### src/rtl/me_pkg.sv
// rtl/me_pkg.sv - shared types and constants for the ME serial result receiver
package me_pkg;

  localparam int ME_RESULT_W = 20;

  // Result word layout, MSB first on the wire: {mv_x, mv_y, sad}
  localparam int MV_X_W   = 5;
  localparam int MV_Y_W   = 5;
  localparam int SAD_W    = 10;
  localparam int SAD_LSB  = 0;
  localparam int MV_Y_LSB = SAD_W;
  localparam int MV_X_LSB = SAD_W + MV_Y_W;

  typedef struct packed {
    logic [MV_X_W-1:0] mv_x;
    logic [MV_Y_W-1:0] mv_y;
    logic [SAD_W-1:0]  sad;
  } me_result_t;

  typedef enum logic [1:0] {
    ST_IDLE = 2'd0,
    ST_DATA = 2'd1,
    ST_STOP = 2'd2
  } rx_state_e;

  function automatic me_result_t me_unpack(input logic [ME_RESULT_W-1:0] w);
    return me_result_t'(w);
  endfunction

endpackage

### src/rtl/me_sync_fifo.sv
// rtl/me_sync_fifo.sv - single-clock FIFO with registered storage
// Accepts a push on a full FIFO when a pop happens in the same cycle.
module me_sync_fifo #(
  parameter int WIDTH = 20,
  parameter int DEPTH = 4
) (
  input  logic             clk,
  input  logic             rst_n,
  input  logic             init,
  input  logic             push,
  input  logic [WIDTH-1:0] push_data,
  input  logic             pop,
  output logic [WIDTH-1:0] pop_data,
  output logic             full,
  output logic             empty
);

  localparam int AW = $clog2(DEPTH);

  logic [WIDTH-1:0] mem_q [DEPTH];
  logic [WIDTH-1:0] mem_d [DEPTH];
  logic [AW-1:0]    wr_ptr_q, wr_ptr_d;
  logic [AW-1:0]    rd_ptr_q, rd_ptr_d;
  logic [AW:0]      count_q, count_d;
  logic             do_push, do_pop;

  assign full     = (count_q == (AW+1)'(DEPTH));
  assign empty    = (count_q == '0);
  assign do_pop   = pop & ~empty;
  assign do_push  = push & (~full | do_pop);
  assign pop_data = mem_q[rd_ptr_q];

  always_comb begin
    mem_d    = mem_q;
    wr_ptr_d = wr_ptr_q;
    rd_ptr_d = rd_ptr_q;
    count_d  = count_q;
    if (init) begin
      for (int i = 0; i < DEPTH; i++) mem_d[i] = '0;
      wr_ptr_d = '0;
      rd_ptr_d = '0;
      count_d  = '0;
    end else begin
      if (do_push) begin
        mem_d[wr_ptr_q] = push_data;
        wr_ptr_d        = wr_ptr_q + AW'(1);
      end
      if (do_pop) rd_ptr_d = rd_ptr_q + AW'(1);
      case ({do_push, do_pop})
        2'b10:   count_d = count_q + (AW+1)'(1);
        2'b01:   count_d = count_q - (AW+1)'(1);
        default: count_d = count_q;
      endcase
    end
  end

  // Storage is cleared on reset so the head reads zero while empty
  always_ff @(posedge clk or negedge rst_n) begin
    if (!rst_n) begin
      for (int i = 0; i < DEPTH; i++) mem_q[i] <= '0;
      wr_ptr_q <= '0;
      rd_ptr_q <= '0;
      count_q  <= '0;
    end else begin
      mem_q    <= mem_d;
      wr_ptr_q <= wr_ptr_d;
      rd_ptr_q <= rd_ptr_d;
      count_q  <= count_d;
    end
  end

endmodule

### src/rtl/me_serial_rx.sv
// rtl/me_serial_rx.sv - serial20 result line deserializer with framing check and output FIFO
module me_serial_rx
  import me_pkg::*;
#(
  parameter int RESULT_W   = me_pkg::ME_RESULT_W,
  parameter int FIFO_DEPTH = 4,
  parameter int CNT_W      = 16
) (
  input  logic                clk,
  input  logic                rst_n,
  input  logic                init,
  input  logic                serial_in,
  output logic [RESULT_W-1:0] out_data,
  output logic                out_valid,
  input  logic                out_ready,
  output logic                frame_err,
  output logic                overflow,
  output logic [CNT_W-1:0]    frame_cnt,
  output logic [CNT_W-1:0]    err_cnt
);

  localparam int BC_W = $clog2(RESULT_W);
  localparam logic [BC_W-1:0] LAST_BIT = BC_W'(RESULT_W - 1);

  logic                s_q, s_d;
  rx_state_e           state_q;
  logic [BC_W-1:0]     bit_cnt_q;
  logic [RESULT_W-1:0] shreg_q;
  logic                push_q;
  logic                frame_err_q;
  logic                overflow_q, overflow_d;
  logic [CNT_W-1:0]    frame_cnt_q, frame_cnt_d;
  logic [CNT_W-1:0]    err_cnt_q, err_cnt_d;
  logic                fifo_full, fifo_empty, pop;

  assign out_valid = ~fifo_empty;
  assign pop       = out_valid & out_ready;
  assign frame_err = frame_err_q;
  assign overflow  = overflow_q;
  assign frame_cnt = frame_cnt_q;
  assign err_cnt   = err_cnt_q;

  // shreg_q is stable until the next frame's first data bit, so it feeds the FIFO directly
  always_ff @(posedge clk or negedge rst_n) begin
    if (!rst_n) begin
      state_q     <= ST_IDLE;
      bit_cnt_q   <= '0;
      shreg_q     <= '0;
      push_q      <= 1'b0;
      frame_err_q <= 1'b0;
    end else if (init) begin
      state_q     <= ST_IDLE;
      bit_cnt_q   <= '0;
      shreg_q     <= '0;
      push_q      <= 1'b0;
      frame_err_q <= 1'b0;
    end else begin
      push_q      <= 1'b0;
      frame_err_q <= 1'b0;
      case (state_q)
        ST_IDLE: begin
          if (s_q) begin
            state_q   <= ST_DATA;
            bit_cnt_q <= '0;
          end
        end
        ST_DATA: begin
          shreg_q   <= {shreg_q[RESULT_W-2:0], s_q};
          bit_cnt_q <= bit_cnt_q + BC_W'(1);
          if (bit_cnt_q == LAST_BIT) state_q <= ST_STOP;
        end
        ST_STOP: begin
          if (s_q) frame_err_q <= 1'b1;
          else     push_q      <= 1'b1;
          state_q <= ST_IDLE;
        end
        default: state_q <= ST_IDLE;
      endcase
    end
  end

  always_comb begin
    s_d         = serial_in;
    frame_cnt_d = frame_cnt_q;
    err_cnt_d   = err_cnt_q;
    overflow_d  = overflow_q;
    if (init) begin
      s_d         = 1'b0;
      frame_cnt_d = '0;
      err_cnt_d   = '0;
      overflow_d  = 1'b0;
    end else begin
      // A good frame counts even when the FIFO has to drop it
      if (push_q) frame_cnt_d = frame_cnt_q + CNT_W'(1);
      if (state_q == ST_STOP && s_q) err_cnt_d = err_cnt_q + CNT_W'(1);
      if (push_q && fifo_full && !pop) overflow_d = 1'b1;
    end
  end

  always_ff @(posedge clk or negedge rst_n) begin
    if (!rst_n) begin
      s_q         <= 1'b0;
      frame_cnt_q <= '0;
      err_cnt_q   <= '0;
      overflow_q  <= 1'b0;
    end else begin
      s_q         <= s_d;
      frame_cnt_q <= frame_cnt_d;
      err_cnt_q   <= err_cnt_d;
      overflow_q  <= overflow_d;
    end
  end

  me_sync_fifo #(
    .WIDTH (RESULT_W),
    .DEPTH (FIFO_DEPTH)
  ) u_fifo (
    .clk       (clk),
    .rst_n     (rst_n),
    .init      (init),
    .push      (push_q),
    .push_data (shreg_q),
    .pop       (pop),
    .pop_data  (out_data),
    .full      (fifo_full),
    .empty     (fifo_empty)
  );

endmodule

### config.mk
export PLATFORM = sky130hd
export DESIGN_NAME = me_serial_rx
export DESIGN_NICKNAME = d
export VERILOG_FILES = /design/src/rtl/me_pkg.sv /design/src/rtl/me_sync_fifo.sv /design/src/rtl/me_serial_rx.sv
export SDC_FILE = /design/constraint.sdc
export NUM_CORES = 1
export LEC_CHECK = 0
export ABC_AREA = 1
export ABC_CLOCK_PERIOD_IN_PS = 2200
export BUFFER_PORTS_ARGS = -buffer_cell sky130_fd_sc_hd__buf_4
export CORE_UTILIZATION = 40
export DETAILED_ROUTE_END_ITERATION = 7
export PLACE_DENSITY = 0.66
export SYNTH_ARGS = -nofsm -noshare
export SYNTH_HDL_FRONTEND = slang
export SYNTH_SLANG_ARGS = --single-unit
### constraint.sdc
create_clock -name clk -period 2.2 [get_ports clk]
set_clock_uncertainty 0.1 [all_clocks]
set_input_delay 0.66 -clock clk [delete_from_list [all_inputs] [get_ports clk]]
set_output_delay 0.66 -clock clk [all_outputs]
set_load 0.1 [all_outputs]
==> results.toml, run 1 <==
[timing]
slew_headroom_pct = 70.2
slew_violations = 0
worstMarginPinSlew_ns = 0.446
period_needed_ns = 2.44
fin_crit_sh_pct = 111
whs_ns = 0.0630
fin_ws_ns = -0.239
fin_tns_setup_ns = -4.26
finalHoldViolations = 0
rsz0062_at_grt = "yes"
fmax_ghz = 0.410
setup_violations = 20

[detailed_routing]
drc = 0
drt_first_pass_iters = 5
postRouteWirelength_um = 18500
vias_per_cell = 5.06
num_vias = 6329
antenna_left = 0
drtIter0Drc = 469
wire_per_inst_um = 14.8

[floorplan]
die_w_um = 137
rows = 49
start_util_pct = 40.8
dieArea_um2 = 18800
core_um2 = 17900
ios = 60
die_h_um = 137

[critical_path]
crit_required_ns = 1.44
setup.worst_path.class = "register to output port"
cp_data_arrival_time_ns = 1.68
worst_setup_path_end_kind = "output port"
start_kind = "register"
worst-path-max-fanout = 15

[global_routing]
grt_pass1_wl_um = 30600
grt.overflow.total = 0
grt_usage_pct = 21.1
grt_start_max_net_pins = 43
grt_pass1_vias = 6019
antenna_found_initial = 0

[cells_and_area]
area_growth_syn_to_layout_pct = 29.3
fin_util_pct = 52.8
drive_above_1_share_pct = 19.3
nets = 1022
fillers = 1648
seqCellArea_um2 = 3750
multi_input_area_um2 = 3100
diodes = 0
finalNonFillerCells = 1250

[logic_synthesis]
synth_top_cells_by_count = "212 x nand2_1, 160 x inv_1, 150 x dfrtp_1"
synthMuxAreaShare_pct = 0.137
synth.distinct_cells = 36
synth_area_leaders = "dfrtp_1 51%, nand2_1 11%, inv_1 8.2%"
syn_nets = 950
post_synth.cell_area_avg_um2 = 7.80
seq_area_frac_synth_pct = 51.4
ys_ff_latch = 150
synth-main-ff-cell = "dfrtp_1"
ys_async_sr_fraction_pct = 100
netlist.area_leader.share_pct = 51.4
synth_top_family_by_area = "simple AND/OR/NAND/NOR gates"
yosys_warnings = 0
yosysMostFrequentCell = "nand2_1"
synthXorXnorAreaFrac_pct = 0.360
synthAdderAreaFrac_pct = 1.47
synth_simple_gate_area_share_pct = 19.7
netlist_area_um2 = 7310
synth_compound_area_share_pct = 15.9
synth_edf_count = 0
yosys.area.top_type = "dfrtp_1"
synthCells = 937

[placement]
placed_cells = 1214
gp_congestion = 0.813
place_hpwl_um = 11700
numPortBuffers = 59

[clock_tree]
clk_latency_ns = 0.43
cts_hold_buffers = 0
cts_max_path_buffers = 2
clk_pin_slew_ns = 0.06
numClockSinks = 150
h-tree-depth = 4
cts_tree = "built"
root_buffer = "clkbuf_16"
cts_made_buffers = 17

[min_path]
hp-class = "input port to asynchronous set/reset pin"

[status]
violations = "setup timing"
status = "finished with violations"

[pwr]
p_leak_nw = 4.16
peakVddDrop_mv = 0.631
power_density_nw_per_um2 = 794

[flow_run]
maxCapViolations = 0
[sequential cells by signal (all words and copies together), names as in the netlist]
register	count
shreg_q	20
push_q	1
bit_cnt_q	5
s_q	1
err_cnt	16
u_fifo.rd_ptr_q	2
overflow	1
u_fifo.mem_q	80
state_q	2
frame_cnt	16
frame_err	1
u_fifo.wr_ptr_q	2
u_fifo.count_q	3
[where the power goes]
group,internal [mW],total [mW],leakage (nW),switching (mW)
registers,2.79,2.83,2.09,0.0402
logic,0.626,1.82,1.79,1.20
clock network,1.68,2.84,0.277,1.16
[timing repair]
action | CTS | global route
resized for setup | 112 | 12
cloned | 2 | 0
pin swaps | 5 | 0
setup buffers | 3 | 0
setup endpoints to repair | 20 | 20
[critical path: stages (launching register included)]
cell	delay (ns)
dfrtp_1	0.40
inv_4	0.14
buf_12	0.13
buf_16	0.14
nand2_1	0.09
a21oi_4	0.16
buf_12	0.19
[layout by cell type, fill, tap and decap left out, types with 4 or more instances in the layout]
cell type / count
a21oi_2: 25
buf_4: 60
nor2_1: 73
nor3_1: 9
o21ai_1: 52
o21ai_0: 81
inv_1: 159
a21oi_4: 20
o21ai_2: 4
nand4_1: 9
a21oi_1: 35
clkinv_2: 5
clkbuf_16: 17
dfrtp_1: 150
nand3_1: 26
buf_12: 29
nand2_2: 9
nand2_1: 205
ha_1: 7
[metal layers]
| layer | up-vias | GRT usage, % | share of wire, % |
|---|---|---|---|
| met5 | - | 0 | 0 |
| met4 | 0 | 6.72 | 1.6 |
| met3 | 25 | 3.70 | 4.4 |
| met2 | 153 | 33.7 | 47 |
| met1 | 3038 | 29.2 | 47 |
| li1 | 3113 | - | - |
[final timing paths]
check                           slack [ns]  cells after the start                from           endpoint
min in group clk                      0.34                      3           serial_in                s_q
worst max-delay path                 -0.24                      6  u_fifo.rd_ptr_q[0]       out_data[11]
worst max register to register        0.29                     11   u_fifo.count_q[1]  u_fifo.count_q[2]
worst min-delay path                  0.06                      1               rst_n   u_fifo.mem_q[35]
worst min register to register        0.38                      1          state_q[0]             push_q
max in group asynchronous             1.35                      2               rst_n        shreg_q[18]
[cells by family after synthesis]
| logic type | Yosys count |
|---|---|
| AOI/OAI and AO/OA | 227 |
| adders and majority gates | 8 |
| and+or+nand+nor | 344 |
| DFF | 150 |
| buffers and inverters | 204 |
| muxes | 1 |
| xor gates and xnor gates | 3 |
[through the flow]
stage / power (mW) / area [um2] / setup slack [ns]
after floorplan: 3.89 / 7530 / -0.268
after global placement: 4.28 / 8360 / 0.124
after detailed placement: 4.29 / 8360 / 0.124
after CTS: 7.54 / 9410 / -0.242
after global routing: 7.79 / 9440 / -0.287
final: 7.50 / 9440 / -0.239
[layout make-up]
type                       instances  area share, %
clock buffer                      18           4.65
tap                              229           3.03
multi-input combinational        583           32.8
inverter                         163           6.51
clock inverter                    13           1.42
sequential                       150           39.7
timing repair buffer              94           11.9
No activity file was read; power rests on OpenSTA's default activity.
==> run 2, diff against run 1 <==
- PLACE_DENSITY: 0.66 -> 0.65
==> run 2 against run 1 <==
- sequential share of layout area down 0.71 points
- global-route usage is 0.43 points lower
- the flow still finishes with violations (setup timing)
- total power up 0.77%
- routed wire length grew 1.3%
- count of clock-buffer cells in the layout is 1 higher
- combinational power grew 8%
- via count shrank 0.95%
- register-to-register slack lost 0.09 ns
- highest routed layer unchanged
- first-iteration DRC count down 18%
- utilization up 0.98 points
- fmax is 2.2% lower
- critical endpoint is now out_data[1]
- sequential power is essentially flat
==> results.toml, run 2 (same netlist as run 1, synthesis figures left out) <==
[status]
status = "finished with violations"
violations = "setup timing"

[critical_path]
reg2reg_depth = 11
worst_setup_path_end_kind = "output port"
setup.worst_path.class = "register to output port"
cp_slowest_stage_delay_ns = 0.41
start_kind = "register"
crit_required_ns = 1.44
worst-path-max-fanout = 6
crit_chain = "clkinv_4 > buf_6 > o21ai_1 > a21oi_2 > a21oi_4 > buf_12"
cp_data_arrival_time_ns = 1.73
crit_path_top_delay_cell = "dfrtp_2"

[pwr]
p_comb_share_pct = 26.1
swShare_pct = 33.8
p_clk_share_pct = 36.4
power_density_nw_per_um2 = 786
p_leak_nw = 4.20
seqPwrFrac_pct = 37.5
p_switching_mw = 2.56
p_int_mw = 5.00
peakVddDrop_mv = 0.660

[cells_and_area]
diodes = 0
nets = 1030
fin_util_pct = 53.7
reg_top3 = "u_fifo.mem_q x80, shreg_q x20"
seqCellArea_um2 = 3750
area_growth_syn_to_layout_pct = 31.7
fillers = 1619
multi_input_area_um2 = 3150
regMostFlops = "u_fifo.mem_q"
finalNonFillerCells = 1259
drive_above_1_share_pct = 21.3
final_common_cell = "nand2_1"
most-common-layout-cells = "209 x nand2_1, 159 x inv_1, 149 x dfrtp_1"
largest_reg_flops = 80

[timing]
worstMarginPinSlew_ns = 0.469
slew_headroom_pct = 68.6
fin_tns_setup_ns = -4.86
fin_crit_sh_pct = 113
finalHoldViolations = 0
fin_ws_ns = -0.293
fmax_ghz = 0.401
setup_violations = 20
rsz0062_at_grt = "yes"
period_needed_ns = 2.49
slew_violations = 0

[floorplan]
rows = 49
dieArea_um2 = 18800
die_h_um = 137
ios = 60
start_util_pct = 40.8
core_um2 = 17900
die_w_um = 137

[clock_tree]
clk_latency_ns = 0.42
cts_hold_buffers = 0
cts_tree = "built"
cts_max_path_buffers = 2
cts_made_buffers = 17
numClockSinks = 150
h-tree-depth = 4
root_buffer = "clkbuf_16"
clk_pin_slew_ns = 0.07

[flow_run]
maxCapViolations = 0

[detailed_routing]
wire_per_inst_um = 14.9
drc = 0
drtIter0Drc = 384
drt_first_pass_iters = 5
vias_per_cell = 4.98
num_vias = 6269
postRouteWirelength_um = 18700
antenna_left = 0

[placement]
dp_slack_ns = 0.0771
gp_congestion = 0.779
place_hpwl_um = 11300
numPortBuffers = 59
placed_cells = 1214

[min_path]
hp-class = "input port to asynchronous set/reset pin"

[global_routing]
grt_usage_pct = 20.7
grt_pass1_vias = 5852
grt_pass1_wl_um = 29900
grt.overflow.total = 0
antenna_found_initial = 0
grt_start_max_net_pins = 41
## run 2: cell types whose count changed in the layout (fill, tap and decap cells not counted), moves of 2 or more
| cell | change |
|---|---|
| a21oi_1 | -9 |
| a21oi_2 | +9 |
| buf_12 | +2 |
| buf_6 | +3 |
| bufinv_16 | -2 |
| clkinv_2 | -4 |
| inv_6 | +5 |
| inv_8 | +2 |
| nand2_1 | +4 |
| nand2_2 | -4 |
| o21ai_1 | -9 |
| o21ai_2 | +8 |
## run 2: final cells by class
cell class / instances / area share [%]
Sequential cell: 150 / 39.0
Clock buffer: 19 / 4.60
Clock inverter: 13 / 1.18
Inverter: 163 / 6.44
Tap cell: 229 / 2.98
Timing Repair Buffer: 101 / 13.0
Multi-Input combinational cell: 583 / 32.8
Timing Repair inverter: 1 / 0.0520
## run 2: path summary, 6_finish.rpt
kind | slack (ns) | start | to
worst min register to register | 0.39 | state_q[0] | push_q
max in group asynchronous | 1.38 | rst_n | shreg_q[14]
worst max register to register | 0.20 | u_fifo.count_q[0] | u_fifo.count_q[2]
worst min-delay path | 0.05 | rst_n | u_fifo.mem_q[32]
worst max-delay path | -0.29 | u_fifo.rd_ptr_q[0] | out_data[1]
min in group clk | 0.34 | serial_in | s_q
## run 2: metrics by stage
step / hold WS, ns / area, um2 / total power [mW]
6_report: 0.0493 / 9620 / 7.56
5_1_grt: 0.0690 / 9620 / 7.82
4_1_cts: 0.0617 / 9370 / 7.40
3_5_place_dp: 0.379 / 8400 / 4.32
3_3_place_gp: 0.378 / 8400 / 4.30
2_1_floorplan: 0.264 / 7530 / 3.89
## run 2: timing repair
action	4_1_cts	5_1_grt
pin swaps	2	3
gates cloned	3	3
endpoints found under the setup margin	20	21
gates resized for setup	76	66
setup buffers	5	2
## run 2: power groups by stage
stage               registers, mW  clock network [mW]  logic, mW
detailed placement           2.88                   0       1.44
global placement             2.88                   0       1.42
global route                 2.84                2.91       2.07
CTS                          2.83                2.80       1.77
floorplan                    2.88                   0       1.01
finish                       2.84                2.75       1.97
## run 2: worst max-delay path: cells and delay by family (launching register included)
kind                   cells  cell delay (ns)
AO/OA/AOI/OAI              3             0.42
buffers and inverters      3             0.47
flip-flops                 1             0.41
## run 2: per-layer routing
layer / up-vias / wire length (um) / track usage [%]
met5: - / 0 / 0
met3: 24 / 719 / 3.74
met2: 128 / 8710 / 32.4
met4: 0 / 318 / 6.72
met1: 2989 / 8980 / 29.0
li1: 3128 / - / -
==> run 3, diff against run 2 <==
- SETUP_SLACK_MARGIN: not set -> 0.2
==> run 3 against run 2 <==
- the run still ends with setup timing left
- count of clock-buffer cells in the layout is 1 higher
- design area is 1.1% lower
- global-route usage is 0.20 points lower
- non-clock buffer count is 6 lower
- fmax is 2.2% higher
- critical endpoint is now out_data[19]
==> results.toml, run 3 (same netlist as run 1, synthesis figures left out) <==
[timing]
fmax_ghz = 0.410
slew_violations = 0
setup_violations = 20
finalHoldViolations = 0
whs_ns = 0.0703
slew_headroom_pct = 58.1
fin_crit_sh_pct = 111
period_needed_ns = 2.44
rsz0062_at_grt = "yes"
fin_ws_ns = -0.238
worstMarginPinSlew_ns = 0.626

[global_routing]
grt_start_max_net_pins = 51
grtUsageMet2_pct = 32.6
antenna_found_initial = 0
globalRouteMet3Util_pct = 3.67
grt_pass1_vias = 5869
top_usage_layer = "met2"
gr-usage-met1_pct = 28.6
grt_pass1_wl_um = 29900
grt_usage_pct = 20.5
grt.overflow.total = 0

[placement]
place_hpwl_um = 11500
placed_cells = 1210
gp_congestion = 0.798
dp_slack_ns = 0.131
numPortBuffers = 59

[pwr]
p_int_mw = 5.11
p_leak_nw = 4.16
power.total_mw = 7.57
p_switching_mw = 2.46
p_comb_share_pct = 25.4
peakVddDrop_mv = 0.626
swShare_pct = 32.5
power_density_nw_per_um2 = 796
seqPwrFrac_pct = 37.3
p_clk_share_pct = 37.3

[status]
status = "finished with violations"
violations = "setup timing"

[cells_and_area]
largest_reg_flops = 80
final_common_cell = "nand2_1"
area_growth_syn_to_layout_pct = 30.2
most-common-layout-cells = "209 x nand2_1, 158 x inv_1, 135 x dfrtp_1"
fillers = 1681
diodes = 0
regMostFlops = "u_fifo.mem_q"
multi_input_area_um2 = 3120
nets = 1023
seqCellArea_um2 = 3770
drive_above_1_share_pct = 20.8
reg_top3 = "u_fifo.mem_q x80, shreg_q x20"
finalNonFillerCells = 1252

[clock_tree]
numClockSinks = 150
cts_tree = "built"
cts_max_path_buffers = 2
cts_made_buffers = 17
clk_pin_slew_ns = 0.06
clk_latency_ns = 0.42
root_buffer = "clkbuf_16"
h-tree-depth = 4

[flow_run]
maxCapViolations = 0

[detailed_routing]
antenna_left = 0
vias_per_cell = 5.00
postRouteWirelength_um = 18200
wire_per_inst_um = 14.6
drt_first_pass_iters = 5
drtIter0Drc = 365
drc = 0
num_vias = 6256

[critical_path]
reg2reg_depth = 12
start_kind = "register"
endpoint = "out_data[19]"
r2r_setup_slack_ns = 0.31
worst_setup_path_end_kind = "output port"
setup.worst_path.class = "register to output port"
crit_required_ns = 1.44
startpoint = "u_fifo.rd_ptr_q[0]"
reg2reg_from = "u_fifo.count_q[1]"
r2r_end = "u_fifo.count_q[2]"
worst-path-max-fanout = 17
cp_data_arrival_time_ns = 1.68

[floorplan]
start_util_pct = 40.8
core_um2 = 17900
rows = 49
die_w_um = 137
dieArea_um2 = 18800
ios = 60
die_h_um = 137

[min_path]
hp-class = "input port to asynchronous set/reset pin"
[run 3: cell count changes in the layout (fill, tap and decap cells not counted), sizes merged]
cell,previous run,this run
inv,169,167
bufinv,0,1
clkinvlp,4,2
clkbuf,20,21
clkinv,4,5
buf,100,94
[run 3: power groups by stage]
stage | Sequential [mW] | Clock (mW) | Combinational (mW)
floorplan | 2.88 | 0 | 1.09
global placement | 2.88 | 0 | 1.41
detailed placement | 2.88 | 0 | 1.42
CTS | 2.82 | 2.87 | 1.68
global route | 2.83 | 2.99 | 2.03
finish | 2.83 | 2.82 | 1.92
[run 3: routing by layer]
metal	wire length (um)	part of all wire, %
met5	0	0
met4	192	1.1
met3	788	4.3
met2	8560	47
met1	8670	48
[run 3: how the worst min path moves through the flow]
stage / from / end / slack [ns] / cells after the start
after floorplan: rst_n / bit_cnt_q[0] / 0.26 / 0
after global placement: state_q[0] / push_q / 0.37 / 1
after detailed placement: state_q[0] / push_q / 0.38 / 1
after CTS: rst_n / frame_err / 0.09 / 1
after global routing: rst_n / frame_err / 0.10 / 1
final: rst_n / frame_err / 0.07 / 1
[run 3: repair_timing]
action	in CTS	in global routing
gates resized for setup	57	54
hold endpoints to repair	0	0
endpoints found under the setup margin	22	27
hold buffers	0	0
pin swaps	2	5
buffers inserted	5	3
cloned	1	1
[run 3: final cells by class]
type                       instances  share of cell area [%]
clock buffer                      20                    4.80
clock inverter                    12                    1.22
inverter                         163                    6.51
multi-input combinational        583                    32.8
sequential                       150                    39.7
tap                              229                    3.01
timing repair buffer              95                    12.0
[run 3: worst max-delay path, stage by stage (launching register included)]
cell	delay [ns]
dfrtp_1	0.42
inv_4	0.14
clkbuf_16	0.22
o21ai_2	0.08
a21oi_2	0.18
a21oi_4	0.05
buf_12	0.17
[run 3: metrics by stage]
step                      TNS (ns)  area [um2]  utilization [%]
after detailed placement         0        8400             46.9
after floorplan                  0        7620                -
final                        -4.15        9510             53.1
after CTS                    -4.09        9250             51.6
after global placement           0        8400             46.9
after global routing         -5.19        9510             53.1
